File: src/rtl/pipe_stage_reg_pkg.sv
// Shared pipeline-stage bundle types, their widths and the NOP control word.
// No logic; latency not applicable.
// No handshake; consumers size pipe_stage_reg from these widths.
package pipe_pkg;

    // ID/EX control: everything a bubble must neutralise.
    typedef struct packed {
        logic       reg_write;
        logic       alu_src;
        logic [1:0] write_src;
        logic       branch;
        logic [3:0] alu_op;
        logic       jump;
        logic       ret;
        logic       mem_write;
    } id_ex_ctrl_t;

    // ID/EX data: operands and indices, never cleared on a bubble.
    typedef struct packed {
        logic [31:0] pc;
        logic [31:0] pc_plus4;
        logic [31:0] imm;
        logic [4:0]  rd;
        logic [4:0]  rs1;
        logic [4:0]  rs2;
        logic [2:0]  funct3;
        logic [5:0]  rsvd;
    } id_ex_data_t;

    typedef struct packed {
        logic       reg_write;
        logic [1:0] write_src;
        logic       mem_write;
        logic       mem_read;
    } ex_mem_ctrl_t;

    typedef struct packed {
        logic [31:0] alu_res;
        logic [31:0] store_val;
        logic [31:0] pc_plus4;
        logic [4:0]  rd;
        logic [2:0]  funct3;
    } ex_mem_data_t;

    localparam int ID_EX_CTRL_W  = $bits(id_ex_ctrl_t);
    localparam int ID_EX_DATA_W  = $bits(id_ex_data_t);
    localparam int EX_MEM_CTRL_W = $bits(ex_mem_ctrl_t);
    localparam int EX_MEM_DATA_W = $bits(ex_mem_data_t);

    // All-zero control word is a NOP in every stage.
    localparam logic [ID_EX_CTRL_W-1:0] CTRL_NOP = '0;

endpackage

File: src/rtl/pipe_stage_reg_skid_buf.sv
// One payload entry (valid + ctrl + data) with load, clear and flush.
// Latency: load visible on outputs one cycle after the edge.
// No handshake of its own; the parent decides when to load or clear.
module pipe_skid_buf
    import pipe_pkg::*;
#(
    parameter int CTRL_W = ID_EX_CTRL_W,
    parameter int DATA_W = ID_EX_DATA_W
) (
    input  logic              clk_i,
    input  logic              rst_ni,
    input  logic              flush_i,
    input  logic              load_i,
    input  logic              clr_i,
    input  logic              vld_i,
    input  logic [CTRL_W-1:0] ctrl_i,
    input  logic [DATA_W-1:0] data_i,
    output logic              vld_o,
    output logic [CTRL_W-1:0] ctrl_o,
    output logic [DATA_W-1:0] data_o
);

    logic              r_vld;
    logic [CTRL_W-1:0] r_ctrl;
    logic [DATA_W-1:0] r_data;

    // Entry state: ctrl is forced to NOP whenever the entry becomes empty,
    // so an empty entry always presents a bubble; data only moves with a beat.
    always_ff @(posedge clk_i or negedge rst_ni) begin
        if (!rst_ni) begin
            r_vld  <= 1'b0;
            r_ctrl <= '0;
            r_data <= '0;
        end else if (flush_i) begin
            r_vld  <= 1'b0;
            r_ctrl <= CTRL_W'(CTRL_NOP);
        end else if (load_i) begin
            r_vld  <= vld_i;
            r_ctrl <= vld_i ? ctrl_i : CTRL_W'(CTRL_NOP);
            if (vld_i) begin
                r_data <= data_i;
            end
        end else if (clr_i) begin
            r_vld  <= 1'b0;
            r_ctrl <= CTRL_W'(CTRL_NOP);
        end
    end

    assign vld_o  = r_vld;
    assign ctrl_o = r_ctrl;
    assign data_o = r_data;

endmodule

File: src/rtl/pipe_stage_reg.sv
// Generic inter-stage register (ctrl + data) with valid/ready, flush, stall counter.
// Latency: 1 cycle from acceptance to out_* when main is empty or draining.
// Backpressure: holds on !out_ready_i; PIPE_STAGE_SKID_EN adds a skid entry so in_ready_o is a flop.
module pipe_stage_reg
    import pipe_pkg::*;
#(
    parameter int CTRL_W      = ID_EX_CTRL_W,
    parameter int DATA_W      = ID_EX_DATA_W,
    parameter int STALL_CNT_W = 16
) (
    input  logic                   clk_i,
    input  logic                   rst_ni,
    input  logic                   flush_i,
    input  logic                   in_valid_i,
    output logic                   in_ready_o,
    input  logic [CTRL_W-1:0]      in_ctrl_i,
    input  logic [DATA_W-1:0]      in_data_i,
    output logic                   out_valid_o,
    input  logic                   out_ready_i,
    output logic [CTRL_W-1:0]      out_ctrl_o,
    output logic [DATA_W-1:0]      out_data_o,
    input  logic                   stall_clr_i,
    output logic [STALL_CNT_W-1:0] stall_cnt_o
);

    logic              w_main_vld;
    logic [CTRL_W-1:0] w_main_ctrl;
    logic [DATA_W-1:0] w_main_data;
    logic              w_main_en;
    logic [STALL_CNT_W-1:0] r_stall_cnt;

    // Main register may take a new beat when empty or when its beat leaves now.
    assign w_main_en = !w_main_vld || out_ready_i;

`ifdef PIPE_STAGE_SKID_EN
    logic              w_skid_vld;
    logic [CTRL_W-1:0] w_skid_ctrl;
    logic [DATA_W-1:0] w_skid_data;
    logic              w_acc;

    // Ready comes straight from the skid valid flop: no path from out_ready_i.
    assign in_ready_o = !w_skid_vld;
    assign w_acc      = in_valid_i && !w_skid_vld;

    // Main refills from skid first to keep FIFO order, otherwise from upstream.
    pipe_skid_buf #(.CTRL_W(CTRL_W), .DATA_W(DATA_W)) u_main (
        .clk_i   (clk_i),
        .rst_ni  (rst_ni),
        .flush_i (flush_i),
        .load_i  (w_main_en),
        .clr_i   (1'b0),
        .vld_i   (w_skid_vld || w_acc),
        .ctrl_i  (w_skid_vld ? w_skid_ctrl : in_ctrl_i),
        .data_i  (w_skid_vld ? w_skid_data : in_data_i),
        .vld_o   (w_main_vld),
        .ctrl_o  (w_main_ctrl),
        .data_o  (w_main_data)
    );

    // Skid catches a beat accepted while main is stalled; it empties into main.
    pipe_skid_buf #(.CTRL_W(CTRL_W), .DATA_W(DATA_W)) u_skid (
        .clk_i   (clk_i),
        .rst_ni  (rst_ni),
        .flush_i (flush_i),
        .load_i  (w_acc && !w_main_en),
        .clr_i   (w_main_en),
        .vld_i   (1'b1),
        .ctrl_i  (in_ctrl_i),
        .data_i  (in_data_i),
        .vld_o   (w_skid_vld),
        .ctrl_o  (w_skid_ctrl),
        .data_o  (w_skid_data)
    );
`else
    // Single entry: ready follows the main register's ability to load.
    assign in_ready_o = w_main_en;

    pipe_skid_buf #(.CTRL_W(CTRL_W), .DATA_W(DATA_W)) u_main (
        .clk_i   (clk_i),
        .rst_ni  (rst_ni),
        .flush_i (flush_i),
        .load_i  (w_main_en),
        .clr_i   (1'b0),
        .vld_i   (in_valid_i),
        .ctrl_i  (in_ctrl_i),
        .data_i  (in_data_i),
        .vld_o   (w_main_vld),
        .ctrl_o  (w_main_ctrl),
        .data_o  (w_main_data)
    );
`endif

    assign out_valid_o = w_main_vld;
    assign out_ctrl_o  = w_main_ctrl;
    assign out_data_o  = w_main_data;

    // Saturating count of cycles a valid beat waited on downstream; clear wins.
    always_ff @(posedge clk_i or negedge rst_ni) begin
        if (!rst_ni) begin
            r_stall_cnt <= '0;
        end else if (stall_clr_i) begin
            r_stall_cnt <= '0;
        end else if (w_main_vld && !out_ready_i && (r_stall_cnt != '1)) begin
            r_stall_cnt <= r_stall_cnt + STALL_CNT_W'(1);
        end
    end

    assign stall_cnt_o = r_stall_cnt;

endmodule

File: config.mk
export PLATFORM = sky130hd
export DESIGN_NAME = pipe_stage_reg
export DESIGN_NICKNAME = d
export VERILOG_FILES = /design/src/rtl/pipe_stage_reg_pkg.sv /design/src/rtl/pipe_stage_reg_skid_buf.sv /design/src/rtl/pipe_stage_reg.sv
export SDC_FILE = /design/constraint.sdc
export NUM_CORES = 1
export LEC_CHECK = 0
export BUFFER_PORTS_ARGS = -buffer_cell sky130_fd_sc_hd__buf_2
export CAP_MARGIN = 20
export CORE_MARGIN = 2
export CORE_UTILIZATION = 51
export DETAILED_ROUTE_END_ITERATION = 10
export GPL_TIMING_DRIVEN = 0
export PLACE_DENSITY_LB_ADDON = 0.2
export SKIP_LAST_GASP = 1
export SLEW_MARGIN = 10
export SYNTH_ARGS = -nofsm -noshare
export SYNTH_HDL_FRONTEND = slang
export SYNTH_HIERARCHICAL = 1
export SYNTH_SLANG_ARGS = --single-unit
File: constraint.sdc
create_clock -name clk_i -period 5.6 [get_ports clk_i]
set_clock_uncertainty 0.1 [all_clocks]
set_input_delay 0.56 -clock clk_i [delete_from_list [all_inputs] [get_ports clk_i]]
set_output_delay 0.56 -clock clk_i [all_outputs]
set_load 0.01 [all_outputs]
==> key figures, run 1 <==
Worst setup path
  • Endpoint class of the critical path: register
  • Crit Path Class: register to register
  • Worst r2r src: stall_cnt_o[0]
  • Worst path bufs/invs: 2
  • CP max stage delay: 450 ps
  • Critical path's slowest cell: dfrtp_1
  • Critical Path Source Type: register
  • Worst Setup SP: stall_cnt_o[0]
  • Crit-path max FO: 10
  • CP required: 5780 ps
  • Crit path arrival time: 2290 ps
  • Worst path cell trace: ha_1 > nand4_1 > o41ai_2 > buf_4 > buf_12 > mux2i_1 > nor2_1
  • Delay-heaviest family, CP: flip-flops

Cells and area
  • Fill cell count: 861
  • Most frequent cells in the layout: buf_2 (289), dfrtp_1 (149), mux2_4 (100)
  • Post-layout instance area: 0.00867 mm^2
  • Finished Core Util: 0.716
  • Share of cells above drive strength 1: 0.651
  • FF+latch area: 0.00373 mm^2
  • Final net count: 856
  • Most common cell after layout, fill and taps aside: buf_2
  • Area Growth Syn to Fin: 36.0%
  • Area of the multi-input gates: 0.00246 mm^2

Logic synthesis
  • Main flop type after synthesis: dfrtp_1
  • Top cell type's share of synthesized area: 0.585
  • Average cell area after synthesis: 15.6 um^2
  • Synth unique cells: 36
  • Post-synthesis sequential area ratio: 0.585
  • Synth async-reset ratio: 1.00
  • Synthesized area: 0.00638 mm^2
  • Main area contributors after synthesis: dfrtp_1 (58%), mux2_4 (24%), mux2_2 (3.5%)
  • Syn Inst Count: 408
  • Yosys top cell by area: dfrtp_1
  • EDFF count, synth: 0
  • Syn. warnings: 6
  • Register bit total from synthesis: 149

Die
  • CORE AREA: 0.0121 mm^2
  • Die height: 116 um
  • Initial Utilization: 0.526
  • I/O pin count: 288
  • Chip width: 116 um
  • DIE AREA: 0.0134 mm^2
  • Row cnt: 40

Placed design
  • Final HPWL DP: 11,700 um
  • Setup Slack @ Placement: 3270 ps
  • GPL Wtd Cong: 0.828
  • Placed cell area: 0.00806 mm^2
  • IO buf count: 286

Route
  • Remaining DRCs: 0
  • Met3 wire length: 1200 um
  • First DRT Iteration DRCs: 193
  • ANT nets after route: 0
  • Routed vias/inst: 5.09
  • Drt first pass iters: 4
  • Final wirelength: 16,100 um
  • DR WL/cell: 17.9 um
  • Met2 routed WL: 8470 um
  • Met1 Wirelength: 6140 um
  • Vias: 4,574
  • Max Used Layer: met4

GRT
  • Largest net degree at the start of global routing: 83
  • First-pass GRT wire length: 24,000 um
  • Initial antenna violation count: 0
  • GRT Util Overall: 0.235
  • Remaining Overflow, GRT: 0
  • Number of global-route vias before repair: 4,780

Clock tree
  • Worst-Skew Late Latency: 410 ps
  • Clock transition at path regs: 60 ps
  • Postcts setup bufs: 0
  • CTS tree: built
  • Clk buf depth: 2
  • CTS Root Cell: clkbuf_16
  • Cts hold-fix bufs: 0
  • Num CTS Buffers: 17
  • Post-cts resize count: 0
  • Clock net sink count: 149
  • H-tree Lvls: 4

Timing
  • Fmax: 474 MHz
  • Final Max Slew Viols: 0
  • Worst Slack Setup Final: 3490 ps
  • Fin. Hold Viols: 0
  • Crit share post-route: 0.377
  • Post-Route Setup TNS: 0 ps
  • RSZ-0062 raised after global routing: false
  • Tmin final: 2110 ps
  • Slew @ Worst Pin: 645 ps
  • Count of final setup violators: 0
  • Slew headroom: 0.570

Worst hold path
  • Worst hold path type: input pin to asynchronous set/reset pin

Run
  • Total of max-cap violations: 0

Outcome
  • Outcome: complete, no violations

Power and ir drop
  • LEAKAGE: 0.00455 uW
  • Maximum vdd drop: 264 uV
  • PwrDens: 354 mW/mm^2
## per-layer routing
metal	GRT usage	vias to the layer above
met3	0.0816	18
met4	0.0810	0
li1	-	2093
met2	0.418	199
met5	0	-
met1	0.265	2264
## report_power, final
part	switching, uW	internal, uW	total [uW]	leakage [uW]
combinational	268	341	609	0.00245
sequential	82.2	1230	1310	0.00181
clock	424	724	1150	0.000298
## flip-flops by register name, summed over array words and instances, names as in the netlist
register,cells
u_main/data_o,120
stall_cnt_o,16
u_main/vld_o,1
u_main/ctrl_o,12
## synth_stat cells, types with 2 or more instances
cell	number
nor2_1	3
a21oi_1	19
clkbuf_1	4
nand4_1	5
or4_1	3
and4_1	3
or3_1	9
o21ai_1	6
nand3_1	19
buf_4	2
xor2_1	2
mux2_4	100
and3_1	2
buf_6	10
o21ai_0	2
o31ai_1	5
a21oi_2	5
inv_1	3
nand2_1	7
or3b_2	13
buf_2	4
dfrtp_1	149
mux2_2	20
## cells by family after synthesis
group                      count (synthesis)  synth area share
DFF                                      149             0.585
muxes                                    121             0.272
AOI/OAI and AO/OA                         39            0.0379
xor gates and xnor gates                   2           0.00275
buffers and inverters                     25            0.0310
other                                      1          0.000588
and+or+nand+nor                           70            0.0687
adders and majority gates                  1           0.00196
## stage by stage
step	power [uW]	std cells	hold WS, ps
finish	3070	899	42.8
CTS	3100	898	53.0
global route	3190	898	85.5
detailed placement	1930	866	389
global placement	1910	865	383
floorplan	1650	411	164
## final cells by class
| class | count | share of cell area |
|---|---|---|
| Sequential cell | 149 | 0.430 |
| Multi-Input combinational cell | 237 | 0.284 |
| Timing Repair Buffer | 287 | 0.169 |
| Clock buffer | 24 | 0.0590 |
| Tap cell | 168 | 0.0242 |
| Buffer | 22 | 0.0215 |
| Clock inverter | 8 | 0.0110 |
| Inverter | 3 | 0.00130 |
| Antenna cell | 1 | 0.000289 |
## final timing paths
check | cells past startpoint | end | slack [ps]
max reg2reg | 7 | stall_cnt_o[1] | 3490
max | 7 | stall_cnt_o[1] | 3490
min in group clk_i | 2 | u_main/ctrl_o[2] | 260
min | 1 | stall_cnt_o[4] | 40
max in group asynchronous | 2 | u_main/data_o[72] | 4540
min reg2reg | 1 | u_main/data_o[13] | 400
No activity file was read; power rests on OpenSTA's default activity.
==> run 2, diff against run 1 <==
Settings changed: CORE_UTILIZATION 51 to 47.
Clock period 5.6 ns to 2.1 ns, I/O delays scaled along.
==> key figures, run 2 (synthesis results as in run 1) <==
Worst setup path
  • Worst r2r src: u_main/vld_o
  • Reg2Reg Capture Point: u_main/ctrl_o[4]
  • Endpoint class of the critical path: register
  • Crit Path Class: register to register
  • Critical Path Source Type: register
  • CP required: 2330 ps
  • Crit path arrival time: 2270 ps
  • Crit-path max FO: 10
  • Worst reg2reg setup slack: 60 ps
  • Worst r2r path cells: 6

Route
  • ANT nets after route: 0
  • Vias: 5,310
  • Routed vias/inst: 5.08
  • First DRT Iteration DRCs: 260
  • DR WL/cell: 19.2 um
  • Remaining DRCs: 0
  • Final wirelength: 20,000 um
  • Drt first pass iters: 4

Clock tree
  • Clock net sink count: 149
  • Num CTS Buffers: 17
  • Clk buf depth: 2
  • Worst-Skew Late Latency: 420 ps
  • CTS tree: built
  • Clock transition at path regs: 60 ps
  • H-tree Lvls: 4
  • CTS Root Cell: clkbuf_16

Cells and area
  • Area Growth Syn to Fin: 58.7%
  • Post-route insts no fill: 1,046
  • FF+latch area: 0.00373 mm^2
  • Most common cell after layout, fill and taps aside: buf_2
  • Fill cell count: 818
  • Post-layout instance area: 0.0101 mm^2
  • Max reg flops: 120
  • Area of the multi-input gates: 0.00248 mm^2
  • Most frequent cells in the layout: buf_2 (289), dfrtp_1 (148), dlygate4sd3_1 (137)
  • Share of cells above drive strength 1: 0.551
  • Final net count: 996

Timing
  • Fin. Hold Viols: 0
  • Final Max Slew Viols: 0
  • Fmax: 490 MHz
  • Count of final setup violators: 0
  • Post-Route Setup TNS: 0 ps
  • Slew headroom: 0.641
  • Crit share post-route: 0.973
  • Tmin final: 2040 ps
  • Hold Slack: 74.7 ps
  • Slew @ Worst Pin: 538 ps

Power and ir drop
  • Maximum vdd drop: 490 uV
  • Total power draw: 8620 uW
  • LEAKAGE: 0.00513 uW
  • PwrDens: 852 mW/mm^2

Placed design
  • Final HPWL DP: 11,500 um
  • GPL Wtd Cong: 0.802
  • Cell total after placement: 874
  • Placed cell area: 0.00808 mm^2
  • IO buf count: 286

GRT
  • Number of global-route vias before repair: 5,684
  • First-pass GRT wire length: 30,900 um
  • Initial antenna violation count: 1
  • Remaining Overflow, GRT: 0
  • GRT Util Overall: 0.281
  • Largest net degree at the start of global routing: 81

Die
  • Row cnt: 42
  • Chip width: 120 um
  • DIE AREA: 0.0145 mm^2
  • CORE AREA: 0.0132 mm^2
  • I/O pin count: 288
  • Die height: 120 um
  • Initial Utilization: 0.481

Outcome
  • Outcome: complete, no violations

Worst hold path
  • Worst hold endpoint: stall_cnt_o[5]
  • Critical hold path startpoint: stall_clr_i
  • Hold Crit Depth: 2
  • Worst hold path type: input pin to register

Run
  • Total of max-cap violations: 0
[run 2: cell type report]
class	instances	share of cell area
diodes	1	0.000247
plain buffers	22	0.0188
clock buffers	19	0.0438
clock inverters	12	0.0177
inverters	3	0.00111
multi-input cells	237	0.245
flip-flops and latches	149	0.369
well taps	176	0.0218
repair buffers	427	0.283
[run 2: worst max-delay path by stage]
stage                               from                end  slack, ps  depth (start not counted)
after floorplan           stall_cnt_o[0]     stall_cnt_o[1]        230                          7
after global placement            rst_ni  u_main/data_o[21]      -1310                          1
after detailed placement    u_main/vld_o  u_main/data_o[71]         30                          6
after CTS                   u_main/vld_o  u_main/data_o[71]         50                          6
after global routing        u_main/vld_o   u_main/ctrl_o[4]        -20                          6
final                       u_main/vld_o   u_main/ctrl_o[4]         60                          6
[run 2: per-stage QoR]
| step | util | setup WS [ps] |
|---|---|---|
| after floorplan | - | 234 |
| after global placement | 0.607 | -1310 |
| after detailed placement | 0.610 | 34.5 |
| after CTS | 0.761 | 51.7 |
| after global routing | 0.764 | -18.5 |
| final | 0.764 | 57.7 |
[run 2: report_power, final]
| part | switching [uW] | total, uW | internal [uW] |
|---|---|---|---|
| Combinational | 812 | 1900 | 1080 |
| Clock | 1180 | 3200 | 2010 |
| Sequential | 247 | 3520 | 3280 |
[run 2: critical path, stage by stage, from the launching register on]
cell and delay (ps):
dfrtp_1 400, nor2b_4 160, inv_1 200, buf_2 260, nand3_1 100, dlygate4sd3_1 570, a21oi_1 170
[run 2: layer usage]
layer / vias up / global-route usage / part of all wire
met1: 2628 / 0.316 / 0.37
met5: - / 0 / 0
met4: 0 / 0.140 / 0.039
met2: 247 / 0.494 / 0.53
li1: 2373 / - / -
met3: 62 / 0.0731 / 0.065
[run 2: what timing repair did]
item,4_1_cts,5_1_grt
pin swaps,1,1
gates resized for setup,1,4
setup buffers,0,3
hold buffers,137,0
setup endpoints to repair,6,105
hold endpoints to repair,201,0
